**config.mk**
```make
export PLATFORM = sky130hd
export DESIGN_NAME = card_reader_check
export DESIGN_NICKNAME = d
export VERILOG_FILES = /design/src/rtl/card_reader_check.sv
export SDC_FILE = /design/constraint.sdc
export NUM_CORES = 1
export LEC_CHECK = 0
export ABC_AREA = 0
export BUFFER_PORTS_ARGS = -buffer_cell sky130_fd_sc_hd__buf_2
export CAP_MARGIN = 5
export CORE_MARGIN = 5
export CORE_UTILIZATION = 55
export DETAILED_ROUTE_END_ITERATION = 7
export PLACE_DENSITY = 0.8
export SYNTH_ARGS = -nofsm -noshare
export SYNTH_HDL_FRONTEND = slang
export SYNTH_SLANG_ARGS = --single-unit
```
**constraint.sdc**
```tcl
create_clock -name clk -period 3.9 [get_ports clk]
set_input_delay 0 -clock clk [delete_from_list [all_inputs] [get_ports clk]]
set_output_delay 0 -clock clk [all_outputs]
set_load 0.005 [all_outputs]
```
**src/rtl/card_reader_check.sv**
```systemverilog
// Card-reader front end: deserialises a bit-serial card ID, checks it against a
// programmable table of authorised IDs, and grants, rejects or locks out.
module card_reader_check #(
    parameter int ID_WIDTH       = 16,
    parameter int NUM_IDS        = 4,
    parameter int BIT_TIMEOUT    = 255,
    parameter int VALID_HOLD     = 16,
    parameter int MAX_FAILS      = 3,
    parameter int LOCKOUT_CYCLES = 1024
) (
    input  logic                         clk,
    input  logic                         reset,
    input  logic                         rx_start,
    input  logic                         rx_bit,
    input  logic                         rx_strobe,
    input  logic                         prog_we,
    input  logic [$clog2(NUM_IDS)-1:0]   prog_idx,
    input  logic [ID_WIDTH-1:0]          prog_id,
    input  logic                         prog_en,
    output logic                         card_valid,
    output logic                         card_reject,
    output logic                         lockout,
    output logic                         busy
);

    localparam int IDX_W  = $clog2(NUM_IDS);
    localparam int CNT_W  = $clog2(ID_WIDTH + 1);
    localparam int GAP_W  = $clog2(BIT_TIMEOUT + 1);
    localparam int HOLD_W = $clog2(VALID_HOLD + 1);
    localparam int LOCK_W = $clog2(LOCKOUT_CYCLES + 1);
    localparam int FAIL_W = $clog2(MAX_FAILS + 1);

    typedef enum logic [2:0] {
        S_IDLE,
        S_RECEIVE,
        S_COMPARE,
        S_GRANT,
        S_DENY,
        S_LOCKED
    } state_t;

    state_t              state_reg, state_next;
    logic [ID_WIDTH-1:0] shift_reg, shift_next;
    logic [CNT_W-1:0]    bit_cnt_reg, bit_cnt_next;
    logic [GAP_W-1:0]    gap_reg, gap_next;
    logic [HOLD_W-1:0]   hold_reg, hold_next;
    logic [LOCK_W-1:0]   lock_reg, lock_next;
    logic [FAIL_W-1:0]   fail_reg, fail_next;
    logic [FAIL_W-1:0]   fail_inc;
    logic                card_valid_reg, card_reject_reg, lockout_reg, busy_reg;
    logic [NUM_IDS-1:0]  hit;
    logic                match;

    // Authorised-ID table: each entry is its own register pair so an entry
    // can be rewritten while another is being compared.
    generate
        for (genvar gi = 0; gi < NUM_IDS; gi++) begin : g_entry
            logic [ID_WIDTH-1:0] id_reg;
            logic                en_reg;

            always_ff @(posedge clk or posedge reset) begin
                if (reset) begin
                    id_reg <= '0;
                    en_reg <= 1'b0;
                end else if (prog_we && (prog_idx == IDX_W'(gi))) begin
                    id_reg <= prog_id;
                    en_reg <= prog_en;
                end
            end

            assign hit[gi] = en_reg && (id_reg == shift_reg);
        end
    endgenerate

    assign match = |hit;

    always_comb begin
        state_next   = state_reg;
        shift_next   = shift_reg;
        bit_cnt_next = bit_cnt_reg;
        gap_next     = gap_reg;
        hold_next    = hold_reg;
        lock_next    = lock_reg;
        fail_next    = fail_reg;
        fail_inc     = (fail_reg == FAIL_W'(MAX_FAILS)) ? fail_reg : fail_reg + 1'b1;

        case (state_reg)
            S_IDLE: begin
                if (rx_start) begin
                    state_next   = S_RECEIVE;
                    shift_next   = '0;
                    bit_cnt_next = '0;
                    gap_next     = '0;
                end
            end
            S_RECEIVE: begin
                // A restart wins over a coincident strobe, which is dropped.
                if (rx_start) begin
                    shift_next   = '0;
                    bit_cnt_next = '0;
                    gap_next     = '0;
                end else if (rx_strobe) begin
                    shift_next   = {shift_reg[ID_WIDTH-2:0], rx_bit};
                    bit_cnt_next = bit_cnt_reg + 1'b1;
                    gap_next     = '0;
                    if (bit_cnt_reg == CNT_W'(ID_WIDTH - 1)) begin
                        state_next = S_COMPARE;
                    end
                end else begin
                    gap_next = gap_reg + 1'b1;
                    if (gap_reg == GAP_W'(BIT_TIMEOUT - 1)) begin
                        state_next = S_DENY;
                    end
                end
            end
            S_COMPARE: begin
                if (match) begin
                    state_next = S_GRANT;
                    hold_next  = '0;
                    fail_next  = '0;
                end else begin
                    state_next = S_DENY;
                end
            end
            S_GRANT: begin
                if (hold_reg == HOLD_W'(VALID_HOLD - 1)) begin
                    state_next = S_IDLE;
                end else begin
                    hold_next = hold_reg + 1'b1;
                end
            end
            S_DENY: begin
                fail_next = fail_inc;
                if (fail_inc == FAIL_W'(MAX_FAILS)) begin
                    state_next = S_LOCKED;
                    lock_next  = '0;
                end else begin
                    state_next = S_IDLE;
                end
            end
            S_LOCKED: begin
                if (lock_reg == LOCK_W'(LOCKOUT_CYCLES - 1)) begin
                    state_next = S_IDLE;
                    fail_next  = '0;
                end else begin
                    lock_next = lock_reg + 1'b1;
                end
            end
            default: begin
                state_next = S_IDLE;
            end
        endcase
    end

    always_ff @(posedge clk or posedge reset) begin
        if (reset) begin
            state_reg       <= S_IDLE;
            shift_reg       <= '0;
            bit_cnt_reg     <= '0;
            gap_reg         <= '0;
            hold_reg        <= '0;
            lock_reg        <= '0;
            fail_reg        <= '0;
            card_valid_reg  <= 1'b0;
            card_reject_reg <= 1'b0;
            lockout_reg     <= 1'b0;
            busy_reg        <= 1'b0;
        end else begin
            state_reg       <= state_next;
            shift_reg       <= shift_next;
            bit_cnt_reg     <= bit_cnt_next;
            gap_reg         <= gap_next;
            hold_reg        <= hold_next;
            lock_reg        <= lock_next;
            fail_reg        <= fail_next;
            // Status outputs trail the state by one cycle; busy tracks the
            // upcoming state so it rises on the edge that accepts rx_start.
            card_valid_reg  <= (state_reg == S_GRANT);
            card_reject_reg <= (state_reg == S_DENY);
            lockout_reg     <= (state_reg == S_LOCKED);
            busy_reg        <= (state_next != S_IDLE);
        end
    end

    assign card_valid  = card_valid_reg;
    assign card_reject = card_reject_reg;
    assign lockout     = lockout_reg;
    assign busy        = busy_reg;

endmodule

```
# After elaboration in Yosys (flattened, before gate mapping)

Index checks and enable logic that the tools add are counted.

Register bits after elaboration: 122
Output and inout port bits: 4
Logic and storage cells: 102

Add/sub/neg operators: 5
Equal/unequal tests: 25
Mux-type cells: 32
Reductions and logical operators: 21

Operators with widths:

| operator                | number |
|---|---|
| $eq A16 B16 Y1          | 4 |
| $mux W16                | 3 |
| $pmux W16 S2            | 1 |
| $mux W3                 | 9 |
| $mux W5                 | 5 |
| $mux W8                 | 3 |
| $mux W11                | 2 |
| $pmux W11 S2            | 1 |
| $pmux W5 S2             | 2 |
| $pmux W3 S6             | 1 |
| $pmux W8 S2             | 1 |
| $ne A2 B2 Y1 const B    | 6 |
| $reduce_and A3 Y1       | 4 |
| $add A11 B1 Y11 const B | 1 |
| $eq A11 B10 Y1 const B  | 1 |
| $add A5 B1 Y5 const B   | 2 |
| $eq A5 B4 Y1 const B    | 2 |
| $add A8 B1 Y8 const B   | 1 |
| $eq A2 B2 Y1 const B    | 4 |
| $eq A8 B8 Y1 const B    | 1 |
| $logic_and A1 B1 Y1     | 8 |
| $eq A3 B2 Y1 const B    | 2 |
| $eq A3 B3 Y1 const B    | 2 |
| $mux W2                 | 3 |
| 11 further kinds        | 14 |

# Logic depth before layout (Yosys ltp)

Depth after elaboration: 6
Depth in mapped cells: 8
Gate-level depth less buffers: 8

# Worst setup path after synthesis

OpenSTA, ideal clock, no wires.

Path kind: register -> register
Start: register lock_reg[0]
End: register state_reg[0]
Library setup time: 0.131 ns
Arrival: 1.558 ns
Slack: 2.210 ns
Stages on the path, launching flop included: 7
Clock period less this slack: 1.690 ns
Cells stage by stage: dfrtp_1 > ha_1 > nand2_1 > o41a_1 > nor2_1 > nand2_1 > or3_1

Cells in the longest elaborated chain, start to end: 3

Ends and longest elaborated chain:

| item                     | RTL line | source |
|---|---|---|
| start: declaration       | 47       | `logic [LOCK_W-1:0] lock_reg, lock_next;` |
| start signal: assignment | 174      | `lock_reg <= lock_next;` |
| $eq A11 B10 Y1           | 142      | `if (lock_reg == LOCK_W'(LOCKOUT_CYCLES - 1)) begin` |
| $mux W3                  | 142      |  |
| $pmux W3 S6              | 87       | `case (state_reg)` |
| named net state_next[0]  | 42       | `state_t state_reg, state_next;` |
| end signal: assignment   | 169      | `state_reg <= state_next;` |
| end: declaration         | 42       |  |

The timed path passes the listed nets, and every way through them passes these cells.
A chain may end at the register's enable or synchronous reset.

# Worst setup path in the final report

Start: register lock_reg[1]
End: register state_reg[0]

The elaborated chain is that of the path after synthesis.

==> results.toml <==
[yosys]
ys_seq_area_share_pct = 49.3
synthFlopType = "dfrtp_1"
synthesis.nets = 549
avgSynthCellArea_um2 = 12.0
synth-seq-cells = 122
synth.distinct_cells = 52
synthArstFlopShare_pct = 100
syn-cell-area_um2 = 6190
synth_edf_count = 0
ys.warnings.count = 0
synth_cells = 517

[worst_setup_path]
cp_cell_sequence = "ha_1 > nand2_1 > o41a_1 > nor2_1 > nand2_1 > or3_1"
path_max_fanout = 13
critPathKind = "reg2reg"
critPathMaxStageDelay_ns = 0.49
cp_common_cell = "nand2_1"
critPathCaptureType = "flop"
cp_slowest_cell = "o41a_1"
path_buf_inv = 0
worst_ep_arrival_time_ns = 2.42
crit_family = "simple AND/OR/NAND/NOR gates"
start_kind = "flop"
critPathRequiredTime_ns = 4.18

[clocking]
cts_resized = 0
insertion_delay_ns = 0.42
cts_tree = "done"
cts_sinks = 122
clk_pin_slew_ns = 0.05
post_cts_buffers = 0
cts.path.max_buffers = 2
root_buffer = "clkbuf_16"
cts_inserted_buffers = 17
cts_htree_levels = 4

[run_status]
status = "complete, no violations"

[global_route]
grt_pass1_wl_mm = 22.4
grt_overflow = 0
grt_pass1_vias = 4298
antenna_found_initial = 0
grt_max_degree = 76
grt_usage_pct = 22.0

[power_and_ir_drop]
combPwrFrac_pct = 12.0
p_seq_share_pct = 40.9
switching_share_pct = 23.6
p_int_uw = 2860
vdd_drop_max_mv = 0.449
p_leak_uw = 0.00296
p_per_area_nw_per_um2 = 522
p_sw_uw = 885
p_clk_share_pct = 47.1

[timing]
timing.fmax_mhz = 468
hold_viol_final = 0
relSlewSlack_pct = 25.7
finClkSkew_ns = 0.0170
finalSetupViolCount = 0
grt_setup_unrepaired = "false"
finalSetupTns_ns = 0
slew_viol_final = 0
period_share_pct = 54.8
tightest_slew_ns = 1.11
fin_ws_ns = 1.76
hold_slack_ns = 0.0393
min_period_ns = 2.14

[finish]
area_growth_pct = 16.0
num_antenna_cells = 0
layout_common_cells = "122 x dfrtp_1, 71 x mux2_2, 49 x xnor2_1"
layout_commonest_cell = "dfrtp_1"
fin_cells = 711
final_nets = 590
largest_register_ffs = 64
final_core_util_pct = 65.6
drive_gt1_share_pct = 27.5

[worst_hold_path]
hold_path_class = "in2reg"

[drt]
dr.pass1.iters = 5
ant_nets = 0
via_count = 4180
wl_mm = 13.5
wl_per_cell_um = 19.0
drc = 0
drtIter0Drc = 378
viasPerCell = 5.88

[job]
maxCapViolations = 0

[place]
hpwl_mm = 9.39
portBuffers = 28
routabilityCongestion = 0.955
dp.cells = 659
pre_cts_slack_ns = 1.78

[die]
initial_utilization_pct = 56.6
die_y_um = 116
rows = 38
coreArea_um2 = 10900
io_pins = 29
fp.dieW_um = 116
dieArea_um2 = 13500
[metrics by stage]
stage,instance area (um2),total power (uW)
after CTS,7180,3760
after detailed placement,6310,1980
after floorplan,6190,1840
after global routing,7180,3890
after global placement,6310,1960
final,7180,3750
[logic make-up (layout without fill, tap and decap cells)]
kind of cell	after synthesis	count (layout)	synth area share, %
mux	71	71	12.9
simple gates	145	145	13.2
fa+ha+maj	7	7	1.42
buf+inv	40	94	4.21
flops	122	122	49.3
compound gates	57	57	6.71
xor+xnor	75	75	12.2
[worst reg2reg max path, cell delays in order, from the launching register on]
cell	delay, ns
dfrtp_1	0.43
ha_1	0.33
nand2_1	0.11
o41a_1	0.49
nor2_1	0.22
nand2_1	0.09
or3_1	0.35
[Yosys cell counts, types with 2 or more instances]
master | instances | area (um2)
inv_1 | 10 | 37.5
o31ai_1 | 2 | 15.0
nor2b_1 | 2 | 12.5
nor3_1 | 7 | 35.0
xnor2_2 | 13 | 211
nand3_1 | 18 | 90.1
o21ai_0 | 15 | 75.1
a21oi_1 | 7 | 35.0
buf_2 | 12 | 60.1
nand3b_1 | 8 | 60.1
buf_6 | 12 | 135
or3_1 | 4 | 25.0
o22ai_1 | 3 | 18.8
nand2b_1 | 3 | 18.8
o21ai_1 | 2 | 10.0
dfrtp_1 | 122 | 3050
nand2_1 | 23 | 86.3
a22o_1 | 17 | 149
nand4_1 | 31 | 194
xnor2_1 | 49 | 429
mux2_2 | 71 | 800
and3_1 | 3 | 18.8
nand4b_1 | 3 | 26.3
ha_1 | 7 | 87.6
nor4_1 | 6 | 37.5
xor2_1 | 13 | 114
nor2_1 | 23 | 86.3
and2_1 | 4 | 25.0
clkbuf_1 | 4 | 15.0
[power by group through the flow]
stage               Combinational, uW  Clock (uW)  Sequential, uW
finish                            450        1770            1530
global route                      492        1850            1550
CTS                               451        1780            1530
detailed placement                434           0            1550
global placement                  424           0            1540
floorplan                         330           0            1510
[metal layers]
layer / vias up / GRT usage (%) / share of wire, %
met3: 28 / 5.27 / 4.6
met2: 125 / 35.7 / 50
met5: - / 0 / 0
li1: 1938 / - / -
met4: 0 / 10.4 / 2.8
met1: 2089 / 27.7 / 43
[worst paths after layout]
check	from	end	slack, ns	depth (start not counted)
hold / removal	rx_strobe	gap_reg[5]$_DFFE_PP0P_	0.04	4
max in group asynchronous	reset	g_entry[2].en_reg$_DFFE_PP0P_	2.58	4
min in group asynchronous	reset	lock_reg[8]$_DFFE_PP0P_	0.35	3
hold reg to reg	bit_cnt_reg[4]$_DFFE_PP0P_	bit_cnt_reg[4]$_DFFE_PP0P_	0.51	1
setup / recovery	lock_reg[1]$_DFFE_PP0P_	state_reg[0]$_DFF_PP0_	1.76	6
setup reg to reg	lock_reg[1]$_DFFE_PP0P_	state_reg[0]$_DFF_PP0_	1.76	6
[repair_timing]
| item | in CTS | in global routing |
|---|---|---|
| hold endpoints to repair | 144 | 0 |
| setup endpoints to repair | 0 | 0 |
| hold buffers | 20 | 0 |
[area by class of cell]
class / instances / area, um2
Fill cell: 807 / 3760
Sequential cell: 122 / 3050
Multi-Input combinational cell: 355 / 2870
Clock buffer: 20 / 447
Timing Repair Buffer: 52 / 370
Clock inverter: 12 / 219
Tap cell: 140 / 175
Inverter: 10 / 40.0
No activity file was read; power rests on OpenSTA's default activity.
